==> src/rtl/apb_arb_pkg.sv <==
// Shared types and default widths for the two-requester APB master arbiter.
package apb_arb_pkg;

  localparam int unsigned DefAddrWidth = 16;
  localparam int unsigned DefDataWidth = 32;
  localparam int unsigned DefTimeout   = 255;
  localparam int unsigned StrbWidth    = 4;

  typedef enum logic [1:0] {
    StIdle   = 2'b00,
    StSetup  = 2'b01,
    StAccess = 2'b10
  } state_e;

endpackage

==> src/rtl/apb_master_arbiter_if.sv <==
// APB bus bundle between the arbiter (master side) and a single APB slave.
interface apb_master_arbiter_if
  import apb_arb_pkg::*;
#(
  parameter int unsigned ADDRWIDTH = DefAddrWidth,
  parameter int unsigned DATAWIDTH = DefDataWidth
) ();

  logic                 PSEL;
  logic                 PENABLE;
  logic                 PWRITE;
  logic [ADDRWIDTH-1:0] PADDR;
  logic [DATAWIDTH-1:0] PWDATA;
  logic [StrbWidth-1:0] PSTRB;
  logic [DATAWIDTH-1:0] PRDATA;
  logic                 PREADY;
  logic                 PSLVERR;

  modport master (
    output PSEL, PENABLE, PWRITE, PADDR, PWDATA, PSTRB,
    input  PRDATA, PREADY, PSLVERR
  );

  modport slave (
    input  PSEL, PENABLE, PWRITE, PADDR, PWDATA, PSTRB,
    output PRDATA, PREADY, PSLVERR
  );

endinterface

==> src/rtl/apb_rr_arbiter.sv <==
// Two-way round-robin arbiter; the pointer records the most recently granted requester.
module apb_rr_arbiter (
  input  logic       clk_i,
  input  logic       rst_ni,
  input  logic [1:0] req_i,
  output logic [1:0] grant_o
);

  logic last_q, last_d;

  always_comb begin
    grant_o = 2'b00;
    unique case (req_i)
      2'b01:   grant_o = 2'b01;
      2'b10:   grant_o = 2'b10;
      2'b11:   grant_o = last_q ? 2'b01 : 2'b10;
      default: grant_o = 2'b00;
    endcase
  end

  // The caller only presents requests when it will take the grant, so any grant moves the pointer.
  always_comb begin
    last_d = last_q;
    if (|grant_o) begin
      last_d = grant_o[1];
    end
  end

  always_ff @(posedge clk_i) begin
    if (!rst_ni) begin
      last_q <= 1'b1;
    end else begin
      last_q <= last_d;
    end
  end

endmodule

==> src/rtl/apb_master_arbiter.sv <==
// Shares one APB master port between two requesters with round-robin arbitration,
// back-to-back handover, PCLKEN qualification and an optional wait-state timeout.
module apb_master_arbiter
  import apb_arb_pkg::*;
#(
  parameter int unsigned ADDRWIDTH = DefAddrWidth,
  parameter int unsigned DATAWIDTH = DefDataWidth,
  parameter int unsigned TIMEOUT   = DefTimeout
) (
  input  logic                 HCLK,
  input  logic                 HRESETn,
  input  logic                 PCLKEN,
  input  logic                 REQ0_VALID,
  input  logic [ADDRWIDTH-1:0] REQ0_ADDR,
  input  logic                 REQ0_WRITE,
  input  logic [DATAWIDTH-1:0] REQ0_WDATA,
  input  logic [StrbWidth-1:0] REQ0_STRB,
  output logic                 REQ0_READY,
  output logic [DATAWIDTH-1:0] REQ0_RDATA,
  output logic                 REQ0_ERR,
  input  logic                 REQ1_VALID,
  input  logic [ADDRWIDTH-1:0] REQ1_ADDR,
  input  logic                 REQ1_WRITE,
  input  logic [DATAWIDTH-1:0] REQ1_WDATA,
  input  logic [StrbWidth-1:0] REQ1_STRB,
  output logic                 REQ1_READY,
  output logic [DATAWIDTH-1:0] REQ1_RDATA,
  output logic                 REQ1_ERR,
  apb_master_arbiter_if.master apb,
  output logic [1:0]           GRANT,
  output logic                 BUSY
);

  localparam int unsigned CntW = (TIMEOUT > 0) ? $clog2(TIMEOUT + 1) : 1;

  state_e               state_q, state_d;
  logic [1:0]           owner_q, owner_d;
  logic [CntW-1:0]      cnt_q, cnt_d;
  logic                 psel_q, psel_d, penable_q, penable_d, pwrite_q, pwrite_d;
  logic [ADDRWIDTH-1:0] paddr_q, paddr_d;
  logic [DATAWIDTH-1:0] pwdata_q, pwdata_d;
  logic [StrbWidth-1:0] pstrb_q, pstrb_d;
  logic [1:0]           ready_q, ready_d, err_q, err_d;
  logic [DATAWIDTH-1:0] rdata0_q, rdata0_d, rdata1_q, rdata1_d;

  logic [1:0]           valid, arb_req, arb_grant;
  logic                 in_access, done_ok, timed_out, complete, load, done_err;
  logic [DATAWIDTH-1:0] done_rdata;
  logic [ADDRWIDTH-1:0] sel_addr;
  logic                 sel_write;
  logic [DATAWIDTH-1:0] sel_wdata;
  logic [StrbWidth-1:0] sel_strb;

  assign valid     = {REQ1_VALID, REQ0_VALID};
  assign in_access = (state_q == StAccess) && PCLKEN;
  assign done_ok   = in_access && apb.PREADY;
  assign timed_out = in_access && !apb.PREADY && (TIMEOUT != 0) &&
                     (cnt_q == CntW'(TIMEOUT - 1));
  assign complete  = done_ok || timed_out;

  // The finishing owner is masked out so only the other requester can take a back-to-back slot.
  always_comb begin
    arb_req = 2'b00;
    if ((state_q == StIdle) && PCLKEN) begin
      arb_req = valid;
    end else if (complete) begin
      arb_req = valid & ~owner_q;
    end
  end

  apb_rr_arbiter u_rr_arbiter (
    .clk_i   (HCLK),
    .rst_ni  (HRESETn),
    .req_i   (arb_req),
    .grant_o (arb_grant)
  );

  assign load       = |arb_grant;
  assign sel_addr   = arb_grant[1] ? REQ1_ADDR  : REQ0_ADDR;
  assign sel_write  = arb_grant[1] ? REQ1_WRITE : REQ0_WRITE;
  assign sel_wdata  = arb_grant[1] ? REQ1_WDATA : REQ0_WDATA;
  assign sel_strb   = arb_grant[1] ? REQ1_STRB  : REQ0_STRB;
  assign done_rdata = (done_ok && !pwrite_q) ? apb.PRDATA : '0;
  assign done_err   = done_ok ? apb.PSLVERR : 1'b1;

  always_comb begin
    state_d   = state_q;
    owner_d   = owner_q;
    cnt_d     = cnt_q;
    psel_d    = psel_q;
    penable_d = penable_q;
    pwrite_d  = pwrite_q;
    paddr_d   = paddr_q;
    pwdata_d  = pwdata_q;
    pstrb_d   = pstrb_q;
    ready_d   = 2'b00;
    err_d     = 2'b00;
    rdata0_d  = '0;
    rdata1_d  = '0;

    unique case (state_q)
      StIdle: begin
        state_d = StIdle;
      end
      StSetup: begin
        if (PCLKEN) begin
          state_d   = StAccess;
          penable_d = 1'b1;
        end
      end
      StAccess: begin
        if (complete) begin
          ready_d   = owner_q;
          err_d     = owner_q & {2{done_err}};
          rdata0_d  = owner_q[0] ? done_rdata : '0;
          rdata1_d  = owner_q[1] ? done_rdata : '0;
          cnt_d     = '0;
          state_d   = StIdle;
          psel_d    = 1'b0;
          penable_d = 1'b0;
        end else if (in_access && (TIMEOUT != 0)) begin
          cnt_d = cnt_q + CntW'(1);
        end
      end
      default: begin
        state_d = StIdle;
      end
    endcase

    if (load) begin
      state_d   = StSetup;
      owner_d   = arb_grant;
      cnt_d     = '0;
      psel_d    = 1'b1;
      penable_d = 1'b0;
      pwrite_d  = sel_write;
      paddr_d   = sel_addr & ~ADDRWIDTH'(3);
      pwdata_d  = sel_wdata;
      pstrb_d   = sel_write ? sel_strb : '0;
    end
  end

  always_ff @(posedge HCLK) begin
    if (!HRESETn) begin
      state_q   <= StIdle;
      owner_q   <= 2'b00;
      cnt_q     <= '0;
      psel_q    <= 1'b0;
      penable_q <= 1'b0;
      pwrite_q  <= 1'b0;
      paddr_q   <= '0;
      pwdata_q  <= '0;
      pstrb_q   <= '0;
      ready_q   <= 2'b00;
      err_q     <= 2'b00;
      rdata0_q  <= '0;
      rdata1_q  <= '0;
    end else begin
      state_q   <= state_d;
      owner_q   <= owner_d;
      cnt_q     <= cnt_d;
      psel_q    <= psel_d;
      penable_q <= penable_d;
      pwrite_q  <= pwrite_d;
      paddr_q   <= paddr_d;
      pwdata_q  <= pwdata_d;
      pstrb_q   <= pstrb_d;
      ready_q   <= ready_d;
      err_q     <= err_d;
      rdata0_q  <= rdata0_d;
      rdata1_q  <= rdata1_d;
    end
  end

  assign apb.PSEL    = psel_q;
  assign apb.PENABLE = penable_q;
  assign apb.PWRITE  = pwrite_q;
  assign apb.PADDR   = paddr_q;
  assign apb.PWDATA  = pwdata_q;
  assign apb.PSTRB   = pstrb_q;

  assign REQ0_READY = ready_q[0];
  assign REQ1_READY = ready_q[1];
  assign REQ0_ERR   = err_q[0];
  assign REQ1_ERR   = err_q[1];
  assign REQ0_RDATA = rdata0_q;
  assign REQ1_RDATA = rdata1_q;

  assign BUSY  = (state_q != StIdle);
  assign GRANT = (state_q == StIdle) ? 2'b00 : owner_q;

endmodule

==> src/flat_wrapper.sv <==
// flat-port wrapper written by rule: the top's interface ports become plain ports
module apb_master_arbiter_flat import apb_arb_pkg::*;
#(
  parameter int unsigned ADDRWIDTH = DefAddrWidth,
  parameter int unsigned DATAWIDTH = DefDataWidth,
  parameter int unsigned TIMEOUT   = DefTimeout
)
  (HCLK, HRESETn, PCLKEN, REQ0_VALID, REQ0_ADDR, REQ0_WRITE, REQ0_WDATA, REQ0_STRB, REQ0_READY, REQ0_RDATA, REQ0_ERR, REQ1_VALID, REQ1_ADDR, REQ1_WRITE, REQ1_WDATA, REQ1_STRB, REQ1_READY, REQ1_RDATA, REQ1_ERR, GRANT, BUSY, apb_PSEL, apb_PENABLE, apb_PWRITE, apb_PADDR, apb_PWDATA, apb_PSTRB, apb_PRDATA, apb_PREADY, apb_PSLVERR);
  apb_master_arbiter_if #(.ADDRWIDTH(ADDRWIDTH), .DATAWIDTH(DATAWIDTH)) apb_i ();
  input  logic HCLK;
  input  logic HRESETn;
  input  logic PCLKEN;
  input  logic REQ0_VALID;
  input  logic [ADDRWIDTH-1:0] REQ0_ADDR;
  input  logic REQ0_WRITE;
  input  logic [DATAWIDTH-1:0] REQ0_WDATA;
  input  logic [StrbWidth-1:0] REQ0_STRB;
  output logic REQ0_READY;
  output logic [DATAWIDTH-1:0] REQ0_RDATA;
  output logic REQ0_ERR;
  input  logic REQ1_VALID;
  input  logic [ADDRWIDTH-1:0] REQ1_ADDR;
  input  logic REQ1_WRITE;
  input  logic [DATAWIDTH-1:0] REQ1_WDATA;
  input  logic [StrbWidth-1:0] REQ1_STRB;
  output logic REQ1_READY;
  output logic [DATAWIDTH-1:0] REQ1_RDATA;
  output logic REQ1_ERR;
  output logic [1:0] GRANT;
  output logic BUSY;
  output wire logic [$bits(apb_i.PSEL)-1:0] apb_PSEL;
  output wire logic [$bits(apb_i.PENABLE)-1:0] apb_PENABLE;
  output wire logic [$bits(apb_i.PWRITE)-1:0] apb_PWRITE;
  output wire logic [$bits(apb_i.PADDR)-1:0] apb_PADDR;
  output wire logic [$bits(apb_i.PWDATA)-1:0] apb_PWDATA;
  output wire logic [$bits(apb_i.PSTRB)-1:0] apb_PSTRB;
  input wire logic [$bits(apb_i.PRDATA)-1:0] apb_PRDATA;
  input wire logic [$bits(apb_i.PREADY)-1:0] apb_PREADY;
  input wire logic [$bits(apb_i.PSLVERR)-1:0] apb_PSLVERR;
  assign apb_PSEL = apb_i.PSEL;
  assign apb_PENABLE = apb_i.PENABLE;
  assign apb_PWRITE = apb_i.PWRITE;
  assign apb_PADDR = apb_i.PADDR;
  assign apb_PWDATA = apb_i.PWDATA;
  assign apb_PSTRB = apb_i.PSTRB;
  assign apb_i.PRDATA = apb_PRDATA;
  assign apb_i.PREADY = apb_PREADY;
  assign apb_i.PSLVERR = apb_PSLVERR;
  apb_master_arbiter #(.ADDRWIDTH(ADDRWIDTH), .DATAWIDTH(DATAWIDTH), .TIMEOUT(TIMEOUT)) u_core (.HCLK(HCLK), .HRESETn(HRESETn), .PCLKEN(PCLKEN), .REQ0_VALID(REQ0_VALID), .REQ0_ADDR(REQ0_ADDR), .REQ0_WRITE(REQ0_WRITE), .REQ0_WDATA(REQ0_WDATA), .REQ0_STRB(REQ0_STRB), .REQ0_READY(REQ0_READY), .REQ0_RDATA(REQ0_RDATA), .REQ0_ERR(REQ0_ERR), .REQ1_VALID(REQ1_VALID), .REQ1_ADDR(REQ1_ADDR), .REQ1_WRITE(REQ1_WRITE), .REQ1_WDATA(REQ1_WDATA), .REQ1_STRB(REQ1_STRB), .REQ1_READY(REQ1_READY), .REQ1_RDATA(REQ1_RDATA), .REQ1_ERR(REQ1_ERR), .apb(apb_i), .GRANT(GRANT), .BUSY(BUSY));
endmodule
==> config.mk <==
export PLATFORM = sky130hd
export DESIGN_NAME = apb_master_arbiter_flat
export DESIGN_NICKNAME = d
export VERILOG_FILES = /design/src/rtl/apb_arb_pkg.sv /design/src/rtl/apb_master_arbiter_if.sv /design/src/rtl/apb_rr_arbiter.sv /design/src/rtl/apb_master_arbiter.sv /design/src/flat_wrapper.sv
export SDC_FILE = /design/constraint.sdc
export NUM_CORES = 1
export LEC_CHECK = 0
export CAP_MARGIN = 15
export CORE_MARGIN = 5
export CORE_UTILIZATION = 40
export CTS_CLUSTER_SIZE = 14
export DETAILED_ROUTE_END_ITERATION = 7
export PLACE_DENSITY = 0.88
export REMOVE_ABC_BUFFERS = 1
export SLEW_MARGIN = 40
export SYNTH_ARGS = -nofsm -noshare
export SYNTH_HDL_FRONTEND = slang
export SYNTH_SLANG_ARGS = --single-unit
==> constraint.sdc <==
create_clock -name HCLK -period 3.54 [get_ports HCLK]
set_input_delay 0.531 -clock HCLK [delete_from_list [all_inputs] [get_ports HCLK]]
set_output_delay 0.531 -clock HCLK [all_outputs]
set_load 0.01 [all_outputs]
==> metrics.md <==
| Metric | Value |
|---|---|
| Vertical die dimension | `119 um` |
| Cell Area, Synth | `0.00478 mm^2` |
| Min Clock Period, post-route | `2.66 ns` |
| Antenna violations before repair | `0` |
| DRC marker count from the first detailed-route iteration | `315` |
| Number of nets in the final layout | `828` |
| VDD IR-drop max | `372 uV` |
| Commonest non-fill, non-tap cells in the layout | `clkdlybuf4s50_1 (264), dfxtp_1 (134), and3_1 (67), mux2i_1 (50), o2bb2ai_1 (50)` |
| Floorplan die width | `119 um` |
| Level count of the clock H-tree | `4` |
| Count of hold-fix buffers inserted at cts | `0` |
| Number of optimization iterations in the first detailed-route pass | `6` |
| Total of warnings raised by yosys | `0` |
| Via count normalized by instance count | `5.19` |
| Cell count of the worst reg-to-reg path | `6` |
| Cell Pwr Density | `468 mW/mm^2` |
| Global-route usage over all layers | `21.3%` |
| Relative slew margins | `55.9%` |
| Highest attainable clock frequency | `376 MHz` |
| Most common cell after layout, fill and taps aside | `clkdlybuf4s50_1` |
| Residual DRC | `0` |
| Top-level port count | `271` |
| MaxCap Viol Count | `0` |
| # placed instances | `809` |
| Synthesized area per cell | `11.2 um^2` |
| Standby leakage power | `3.22 nW` |
| Clock Path Buffers | `2` |
| Die Area | `0.0142 mm^2` |
| Reg-to-Reg Start | `u_core.state_q[1]` |
| I/O Buffers | `264` |
| Post-synthesis async set-or-reset flop share | `0%` |
| Largest fanout of any net on the critical path | `46` |
| Sequential element share of the synthesized area | `56.1%` |
| Final instance count without filler cells | `839` |
| Status | `complete, no violations` |
| First-pass GRT wire length | `23.7 mm` |
| TritonCTS clock tree | `yes` |
| Number of synthesized flops with an enable pin | `0` |
| Gate Count Post-Synth | `426` |
| Post-detail-place hpwl | `11.6 mm` |
| Final Hold Violating Endpoints | `0` |
| Number of vias after detailed routing | `4351` |
| Min-delay worst type | `reg -> reg` |
| Post-synth top flop | `dfxtp_1` |
| Number of antenna-violating nets in the routed design | `0` |
| Starting density of the core | `40.3%` |
| Worst Max-Slew Pin Slew | `0.661 ns` |
| Sink count of the clock tree | `134` |
| Final Max Slew Viols | `0` |
| Category of the critical setup timing path | `in -> reg` |
| Clk_lat worst skew | `0.41 ns` |
| Clock Tree Root | `clkbuf_16` |
| Final critical-path share of the clock period | `75.2%` |
| Setup skew after layout | `0.00816 ns` |
| R2R Setup Slk | `1.10 ns` |
| Number of buffers added by the clock tree synthesis step | `17` |
| Required @ worst endpoint | `3.81 ns` |
| Diodes inserted | `0` |
| CP Capture Type | `flop` |
| Maximum number of pins on one net before global-route repair | `65` |
| Total Routed Length | `15.5 mm` |
| Via count of the first global-routing pass | `4533` |
| Area added between synthesis and finish | `69.1%` |
| Total setup buffers inserted after CTS | `0` |
| Data arrival time of the critical path | `2.94 ns` |
| Final weighted congestion in routability-driven placement | `0.850` |
| Worst-case setup slack after placement | `0.468 ns` |
| Final setup violation count | `0` |
| Number of storage elements in the synthesis netlist | `134` |
| Worst-path clk slew | `0.05 ns` |
| Launch point of the worst path | `PCLKEN` |
| Row cnt | `40` |
| Post-cts sizing count | `0` |
| Setup repair after global routing missed its margin | `no` |
| Share of final-layout standard cells stronger than drive strength 1 | `5.64%` |
| Setup crit end | `u_core.apb.PWDATA[25]` |
| Endpoint of the most critical register-to-register path | `u_core.apb.PWDATA[25]` |
| Detail-routed net length per standard cell | `18.5 um` |
| Post-route setup slack | `0.877 ns` |
| Core Box Area | `0.0119 mm^2` |
| Overflow left after global routing | `0` |
| Number of distinct library cells after synthesis | `39` |
| Launching element type of the critical path | `primary input` |
[worst min-delay path by stage]
stage / cells after the start / startpoint / end / slack (ns)
after floorplan: 2 / u_core.apb.PENABLE / u_core.apb.PENABLE / 0.47
after global placement: 2 / u_core.apb.PENABLE / u_core.apb.PENABLE / 0.44
after detailed placement: 1 / u_core.apb.PWDATA[10] / u_core.apb.PWDATA[10] / 0.45
after CTS: 2 / u_core.apb.PSEL / u_core.apb.PSEL / 0.45
after global routing: 1 / u_core.apb.PWDATA[23] / u_core.apb.PWDATA[23] / 0.48
final: 2 / u_core.apb.PSEL / u_core.apb.PSEL / 0.45
[sequential cells by signal (all words and copies together) (netlist names), 2 cells and up]
signal	count
u_core.err_q	2
u_core.apb.PADDR	14
u_core.apb.PWDATA	32
u_core.apb.PSTRB	4
u_core.state_q	2
u_core.ready_q	2
u_core.cnt_q	8
u_core.REQ1_RDATA	32
u_core.owner_q	2
u_core.REQ0_RDATA	32
[critical path: stages]
cell             delay (ns)
clkdlybuf4s50_1        0.57
and3b_1                0.42
nand4_2                0.19
a221oi_4               0.46
buf_12                 0.32
mux2i_1                0.29
o2bb2ai_1              0.09
[layout make-up]
class	count	area (um^2)
fillers	859	3770
repair buffers	270	2700
flip-flops and latches	134	2680
multi-input cells	251	1920
clock buffers	23	478
well taps	147	184
clock inverters	7	97.6
inverters	7	26.3
[where the power goes]
group	switching, mW	internal (mW)	leakage (nW)
sequential	0.0354	1.57	1.09
clock	0.605	1.09	0.275
combinational	0.193	0.298	1.86
[logic make-up (layout without fill, tap and decap cells)]
logic type	after synthesis	after routing	share of synthesized area, %
and+or+nand+nor	121	121	15.0
muxes	50	50	10.5
xor gates and xnor gates	6	6	1.10
buffers and inverters	42	307	4.34
adders and majority gates	2	2	0.523
AOI/OAI and AO/OA	70	70	12.3
other	1	2	0.0784
DFF	134	134	56.1
[through the flow]
step	TNS, ns	area [um^2]	utilization (%)	hold WS [ns]	total power [mW]
2_1_floorplan	-45.56	4600	-	0.470	1.80
3_3_place_gp	0	7510	63.3	0.438	2.10
3_5_place_dp	0	7510	63.3	0.445	2.12
4_1_cts	0	8090	68.2	0.454	3.82
5_1_grt	0	8090	68.2	0.479	3.92
6_report	0	8090	68.2	0.454	3.78
[per-layer routing]
metal  vias up  wire (um)  track usage [%]
met5         -          0                0
met4         0        455             9.74
li1       2046          -                -
met2       199       8340             38.9
met3        43       1080             6.60
met1      2063       5680             22.2
[Yosys cell counts (2+ instances only)]
cell type	count	area, um^2
ha_1	2	25.0
a211oi_1	2	15.0
o2bb2ai_1	50	438
o21ai_1	2	10.0
xor2_1	5	43.8
buf_4	6	45.0
mux2i_1	50	500
nand2_1	9	33.8
nand4_1	6	37.5
inv_1	7	26.3
buf_2	10	50.1
a21oi_1	4	20.0
nand3_1	4	20.0
nor2b_1	3	18.8
and3_1	68	425
nor4_1	3	18.8
clkbuf_1	17	63.8
nand3b_1	4	30.0
buf_6	2	22.5
o31ai_1	2	15.0
nand2b_1	2	12.5
nor2_1	11	41.3
and2_1	6	37.5
dfxtp_1	134	2680
a21o_1	3	22.5
(Power assumes the default switching activity.)
==> variant 1 (config.mk and constraints unchanged) <==
`rdata1_q` no longer has a reset.
--- a/src/rtl/apb_master_arbiter.sv
+++ b/src/rtl/apb_master_arbiter.sv
@@ -154,7 +154,6 @@
       ready_q   <= 2'b00;
       err_q     <= 2'b00;
       rdata0_q  <= '0;
-      rdata1_q  <= '0;
     end else begin
       state_q   <= state_d;
       owner_q   <= owner_d;
@@ -168,8 +167,11 @@
       ready_q   <= ready_d;
       err_q     <= err_d;
       rdata0_q  <= rdata0_d;
-      rdata1_q  <= rdata1_d;
     end
+  end
+
+  always_ff @(posedge HCLK) begin
+    rdata1_q <= rdata1_d;
   end
 
   assign apb.PSEL    = psel_q;
Check against the original RTL: differs if HRESETn is asserted again (counterexample within 4 cycles, from zero or initial values and one cycle with HRESETn low); with HRESETn held inactive, the same outputs for 10 cycles.
==> variant 1 against the unedited design <==
Via count fell by 1.7%; global-route usage rose by 0.47 points; wire length rose by 3.6%; register-to-register slack improved by 0.07 ns; non-clock buffer count did not move; sequential cell count did not move; cell area rose by 2.4%; synthesized cell count rose by 0.23%; synthesized area rose by 2.7%; count of clock-buffer cells in the layout fell by 2; sequential share of layout area fell by 0.78 points; worst setup slack improved by 0.066 ns; total power rose by 7.1%.
==> variant 1: results (changes against the unedited design) <==
| Metric | This run | Unit | Delta |
|:---|:---|:---|:---|
| Status | finished, final reports clean | - |  |
| Most instantiated cells after synthesis | 134 x sky130_fd_sc_hd__dfxtp_1, 67 x sky130_fd_sc_hd__and3_1, 50 x sky130_fd_sc_hd__mux2i_1 | - |  |
| Classification of the worst-slack hold path | flip-flop to flip-flop | - |  |
| M3 GR Usage | 7.95 | % | +1.4 points |
| Post-CTS clock slew at the launch and capture registers of the worst setup and hold paths | 0.06 | ns |  |
| Sequential fraction of the synthesis area | 54.6 | % | -1.5 points |
| Crit-path max cell delay | 0.58 | ns |  |
| Via count of the first global-routing pass | 4546 | - | +0.29% |
| Global-route wire length before repair | 24.4 | mm | +3.1% |
| Hold path startpoint | u_core.apb.PENABLE$_SDFFE_PP0P_ | - |  |
| Iter 0 DRT Violations | 211 | - | -33% |
| Count of buffers added by post-CTS timing repair for setup | 0 | - | unchanged |
| Depth of the worst register-to-register path | 6 | - | unchanged |
| Total routing usage reported by global routing | 21.8 | % | +0.47 points |
| Endpoint of the worst hold-timing path | u_core.apb.PENABLE$_SDFFE_PP0P_ | - |  |
| Syn Inst Count | 427 | - | +0.23% |
| Proportion of layout cells with a drive suffix above 1 | 8.49 | % | +2.9 points |
| Average wire per standard cell | 19.1 | um | +3.2% |
| Setup Skew | 0.00517 | ns | -0.00299 ns |
| PostCTS Resize Cnt | 0 | - | unchanged |
| Asr flop ratio synth | 0 | % | unchanged |
| Via density per instance | 5.08 | - | -2.0% |
| TritonRoute pass-1 iters | 4 | - | -2 |
| Arrival @ worst endpoint | 2.88 | ns | -0.06 ns |
| Netlist cell types | 40 | - | +2.6% |
| Leakage power total | 3.28 | nW | +1.9% |
| Maximum resistive drop on vdd | 0.365 | mV | -1.9% |
| Capture instance of the worst register-to-register path | u_core.apb.PADDR[10]$_SDFFE_PN0P_ | - |  |
| Global placer's final weighted congestion | 0.874 | - | +2.8% |
| Yosys synthesis warning count | 0 | - | unchanged |
| Maximum number of pins on one net before global-route repair | 65 | - | unchanged |
| Main area contributors after synthesis | sky130_fd_sc_hd__dfxtp_1 55%, sky130_fd_sc_hd__mux2i_1 10%, sky130_fd_sc_hd__and3_1 8.5% | - |  |
| Half-perimeter wire length after detailed placement | 11.9 | mm | +2.4% |
| Initial antenna violation count | 0 | - | unchanged |
| Routing usage on met1 | 22.8 | % | +0.57 points |
| Drt total wl | 16.1 | mm | +3.6% |
| Tightest slew margin relative to the limit | 51.8 | % | -4.1 points |
| Cell Count Post-Placement | 810 | - | +0.12% |
| Internal reg-to-reg setup slack | 1.17 | ns | +0.07 ns |
| Met2 layer usage reported by global route | 38.5 | % | -0.47 points |
| Post-layout nets | 829 | - | +0.12% |
==> variant 1: metrics by stage <==
step / setup WS (ns) / utilization [%] / power [W] / instance area [um^2] / hold slack [ns]
global route: 0.801 / 68.9 / 0.00420 / 8280 / 0.481
CTS: 0.967 / 68.9 / 0.00408 / 8280 / 0.454
detailed placement: 0.543 / 63.5 / 0.00214 / 7630 / 0.445
finish: 0.943 / 68.9 / 0.00405 / 8280 / 0.452
global placement: 0.655 / 63.5 / 0.00213 / 7630 / 0.444
floorplan: -1.11 / - / 0.00182 / 4700 / 0.465
==> variant 1: worst reg2reg max path, stage by stage, from the launching register on <==
cell and delay, ns:
sky130_fd_sc_hd__dfxtp_1 0.47, sky130_fd_sc_hd__and3b_1 0.41, sky130_fd_sc_hd__nand4_2 0.18, sky130_fd_sc_hd__a211oi_4 0.41, sky130_fd_sc_hd__buf_12 0.33, sky130_fd_sc_hd__mux2i_1 0.34
sky130_fd_sc_hd__o2bb2ai_1 0.11
==> variant 1: kinds of logic (layout without fill, tap and decap cells) <==
logic type	after synthesis	after routing	share of synthesized area, %
flip-flops	134	134	54.6
AND/OR/NAND/NOR	121	121	14.6
multiplexers	50	50	10.2
other	1	2	0.0764
AO/OA/AOI/OAI	71	71	14.1
adder cells (fa/ha/maj)	2	2	0.509
buffers and inverters	42	309	4.82
XOR/XNOR	6	6	1.07
==> variant 1: worst max path at each step <==
stage | startpoint | to | cells past startpoint
2_1_floorplan | PCLKEN | u_core.apb.PSTRB[0]$_SDFFE_PN0P_ | 5
3_3_place_gp | PCLKEN | u_core.apb.PWDATA[26]$_SDFFE_PN0P_ | 7
3_5_place_dp | PCLKEN | u_core.apb.PSTRB[2]$_SDFFE_PN0P_ | 6
4_1_cts | PCLKEN | u_core.apb.PSTRB[2]$_SDFFE_PN0P_ | 6
5_1_grt | PCLKEN | u_core.apb.PSTRB[1]$_SDFFE_PN0P_ | 6
6_report | PCLKEN | u_core.apb.PADDR[10]$_SDFFE_PN0P_ | 7
==> variant 1: layer usage <==
metal	part of all wire (%)	wire length, um
met3	6.6	1060
met2	53	8470
met4	3.4	547
met1	37	6020
met5	0	0
==> variant 1: cell type report <==
class | instances | area, um^2
clock buffer | 21 | 460
tap | 147 | 184
multi-input combinational | 252 | 2010
fill | 880 | 3730
sequential | 134 | 2680
inverter | 7 | 26.3
clock inverter | 11 | 195
timing repair buffer | 270 | 2730
==> variant 1: where the power goes <==
part	total, W	leakage (nW)	internal (W)	switching [W]
sequential	0.00161	1.09	0.00157	0.0000399
clock	0.00194	0.322	0.00129	0.000648
combinational	0.000508	1.87	0.000307	0.000201
==> variant 2 (config.mk and constraints unchanged) <==
Without the edit above. `DefDataWidth`: 32 -> 24.
--- a/src/rtl/apb_arb_pkg.sv
+++ b/src/rtl/apb_arb_pkg.sv
@@ -2,7 +2,7 @@
 package apb_arb_pkg;
 
   localparam int unsigned DefAddrWidth = 16;
-  localparam int unsigned DefDataWidth = 32;
+  localparam int unsigned DefDataWidth = 24;
   localparam int unsigned DefTimeout   = 255;
   localparam int unsigned StrbWidth    = 4;
 
Interface: changed (6 resized); port bits go from 271 to 223. The function was not compared with the original's and may differ.
==> variant 2 against the unedited design <==
Synthesized area decreased by 17%; critical path depth increased by 1; largest power group is now registers; critical endpoint is now u_core.apb.PWDATA[18]$_SDFFE_PN0P_; cell area is 21% lower; wire length fell by 26%; sequential share of layout area is 1.5 points higher; combinational power decreased by 20%; die area shrank 15%; worst setup slack improved by 0.15 ns; total power decreased by 36%; sequential cell count is 24 lower.
==> variant 2: results (changes against the unedited design) <==
| Metric | This run | Unit | Delta |
|:---|:---|:---|:---|
| Tightest slew margin relative to the limit | 48.5 | % | -7.4 points |
| Port Buffers | 216 | - | -18% |
| Area share of xor/xnor cells in the synthesized design | 1.32 | % | +0.22 points |
| Maximum number of pins on one net before global-route repair | 49 | - | -25% |
| Sequential fraction of the synthesis area | 55.2 | % | -0.89 points |
| Arrival @ worst endpoint | 2.75 | ns | -0.19 ns |
| Proportion of layout cells with a drive suffix above 1 | 4.49 | % | -1.1 points |
| Hold path startpoint | u_core.apb.PWDATA[13]$_SDFFE_PN0P_ | - |  |
| Worst-skew pair later-pin latency | 0.35 | ns | -0.06 ns |
| Setup Skew | 0.00836 | ns | +0.000201 ns |
| Highest fanout seen on the critical path | 34 | - | -26% |
| Maximum resistive drop on vdd | 0.214 | mV | -42% |
| Final Instance Count excl. Fillers | 734 | - | -13% |
| Iter 0 DRT Violations | 84 | - | -73% |
| Launching element of the worst setup path | PCLKEN | - |  |
| Half-perimeter wire length after detailed placement | 9.13 | mm | -21% |
| Leakage power total | 2.77 | nW | -14% |
| Syn Inst Count | 394 | - | -7.5% |
| Count of inserted antenna diode cells | 0 | - | unchanged |
| TritonRoute pass-1 iters | 4 | - | -2 |
| Asr flop ratio synth | 0 | % | unchanged |
| Count of buffers added by post-CTS timing repair for setup | 0 | - | unchanged |
| Yosys synthesis warning count | 0 | - | unchanged |
| Global-route wire length before repair | 17.1 | mm | -28% |
| Post-layout nets | 719 | - | -13% |
| Post-CTS clock slew at the launch and capture registers of the worst setup and hold paths | 0.10 | ns | +0.05 ns |
| Total routing usage reported by global routing | 18.4 | % | -2.9 points |
| Status | finished, final reports clean | - |  |
| CTS root buffer | sky130_fd_sc_hd__clkbuf_8 | - |  |
| Average wire per standard cell | 15.6 | um | -16% |
| Netlist cell types | 39 | - | unchanged |
| Number of buffers added by the clock tree synthesis step | 9 | - | -8 |
| Classification of the worst-slack hold path | flip-flop to flip-flop | - |  |
| Main area contributors after synthesis | sky130_fd_sc_hd__dfxtp_1 55%, sky130_fd_sc_hd__mux2i_1 11%, sky130_fd_sc_hd__and3_1 8.0% | - |  |
| Startpoint of the worst-slack reg-to-reg timing path | u_core.cnt_q[0]$_SDFFE_PP0P_ | - |  |
| Most instantiated cells after synthesis | 110 x sky130_fd_sc_hd__dfxtp_1, 56 x sky130_fd_sc_hd__nand2_1, 51 x sky130_fd_sc_hd__and3_1 | - |  |
| PostCTS Resize Cnt | 0 | - | unchanged |
| Via density per instance | 4.78 | - | -7.7% |
| Via count of the first global-routing pass | 3486 | - | -23% |
| Net switching power | 0.000570 | W | -32% |
| CTS Buffer Depth | 2 | - | unchanged |
| Initial antenna violation count | 0 | - | unchanged |
| Fraction of the mapped netlist area in adder cells | 0.628 | % | +0.10 points |
| Post-synthesis compound-gate area fraction | 8.44 | % | -3.9 points |
| Global placer's final weighted congestion | 0.749 | - | -12% |
| Max H-tree Level | 3 | - | -1 |
| Multiplexer share of the synthesized area | 10.8 | % | +0.36 points |
## variant 2: cell types whose count changed in the layout (fill, tap and decap cells not counted), moves of 6 or more
| cell | unedited run | this run |
|---|---|---|
| sky130_fd_sc_hd__o2bb2ai_1 | 50 | 0 |
| sky130_fd_sc_hd__clkdlybuf4s50_1 | 264 | 216 |
| sky130_fd_sc_hd__nand2_1 | 9 | 56 |
| sky130_fd_sc_hd__o21ai_1 | 2 | 42 |
| sky130_fd_sc_hd__dfxtp_1 | 134 | 110 |
| sky130_fd_sc_hd__and3_1 | 67 | 50 |
| sky130_fd_sc_hd__clkbuf_16 | 17 | 0 |
| sky130_fd_sc_hd__mux2i_1 | 50 | 42 |
| sky130_fd_sc_hd__clkbuf_8 | 3 | 9 |
## variant 2: through the flow
step / hold slack, ns / cell area, um^2 / util, % / setup slack, ns
detailed placement: 0.442 / 6160 / 63.3 / 0.635
finish: 0.452 / 6350 / 65.3 / 1.03
CTS: 0.456 / 6350 / 65.2 / 1.03
floorplan: 0.468 / 3790 / - / 0.635
global route: 0.474 / 6350 / 65.3 / 0.828
global placement: 0.434 / 6160 / 63.3 / 0.704
## variant 2: power groups by stage
stage,sequential (W),clock (W),combinational [W]
6_report,0.00131,0.000721,0.000393
3_5_place_dp,0.00134,0,0.000396
3_3_place_gp,0.00134,0,0.000387
2_1_floorplan,0.00136,0,0.000116
5_1_grt,0.00132,0.000797,0.000424
4_1_cts,0.00131,0.000739,0.000397
## variant 2: path summary, 6_finish.rpt
path,end,slack (ns),cells past startpoint
worst min register to register,u_core.apb.PWDATA[13]$_SDFFE_PN0P_,0.45,2
worst max register to register,u_core.apb.PWDATA[18]$_SDFFE_PN0P_,1.17,9
worst max-delay path,u_core.apb.PWDATA[18]$_SDFFE_PN0P_,1.03,8
worst min-delay path,u_core.apb.PWDATA[13]$_SDFFE_PN0P_,0.45,2
## variant 2: cell type report
cell class              count  area [um^2]
well taps                 133          166
clock buffers              11          131
multi-input cells         254         1590
repair buffers            219         2200
clock inverters             5         57.6
fillers                   760         3380
inverters                   2         7.51
flip-flops and latches    110         2200
## variant 2: critical path, stage by stage
cell and delay, ns:
sky130_fd_sc_hd__clkdlybuf4s50_1 0.49, sky130_fd_sc_hd__nor2b_1 0.26, sky130_fd_sc_hd__nand3_1 0.19, sky130_fd_sc_hd__a21oi_4 0.18
sky130_fd_sc_hd__a21o_2 0.41, sky130_fd_sc_hd__buf_12 0.30, sky130_fd_sc_hd__mux2i_1 0.28, sky130_fd_sc_hd__o21ai_1 0.09
## variant 2: per-layer routing
layer  up-vias  GRT usage, %  part of all wire (%)
li1       1739             -                     -
met1      1566          19.4                    37
met2       187          32.3                    48
met3        20          7.40                    13
met4         0          7.30                   2.2
met5         -             0                     0
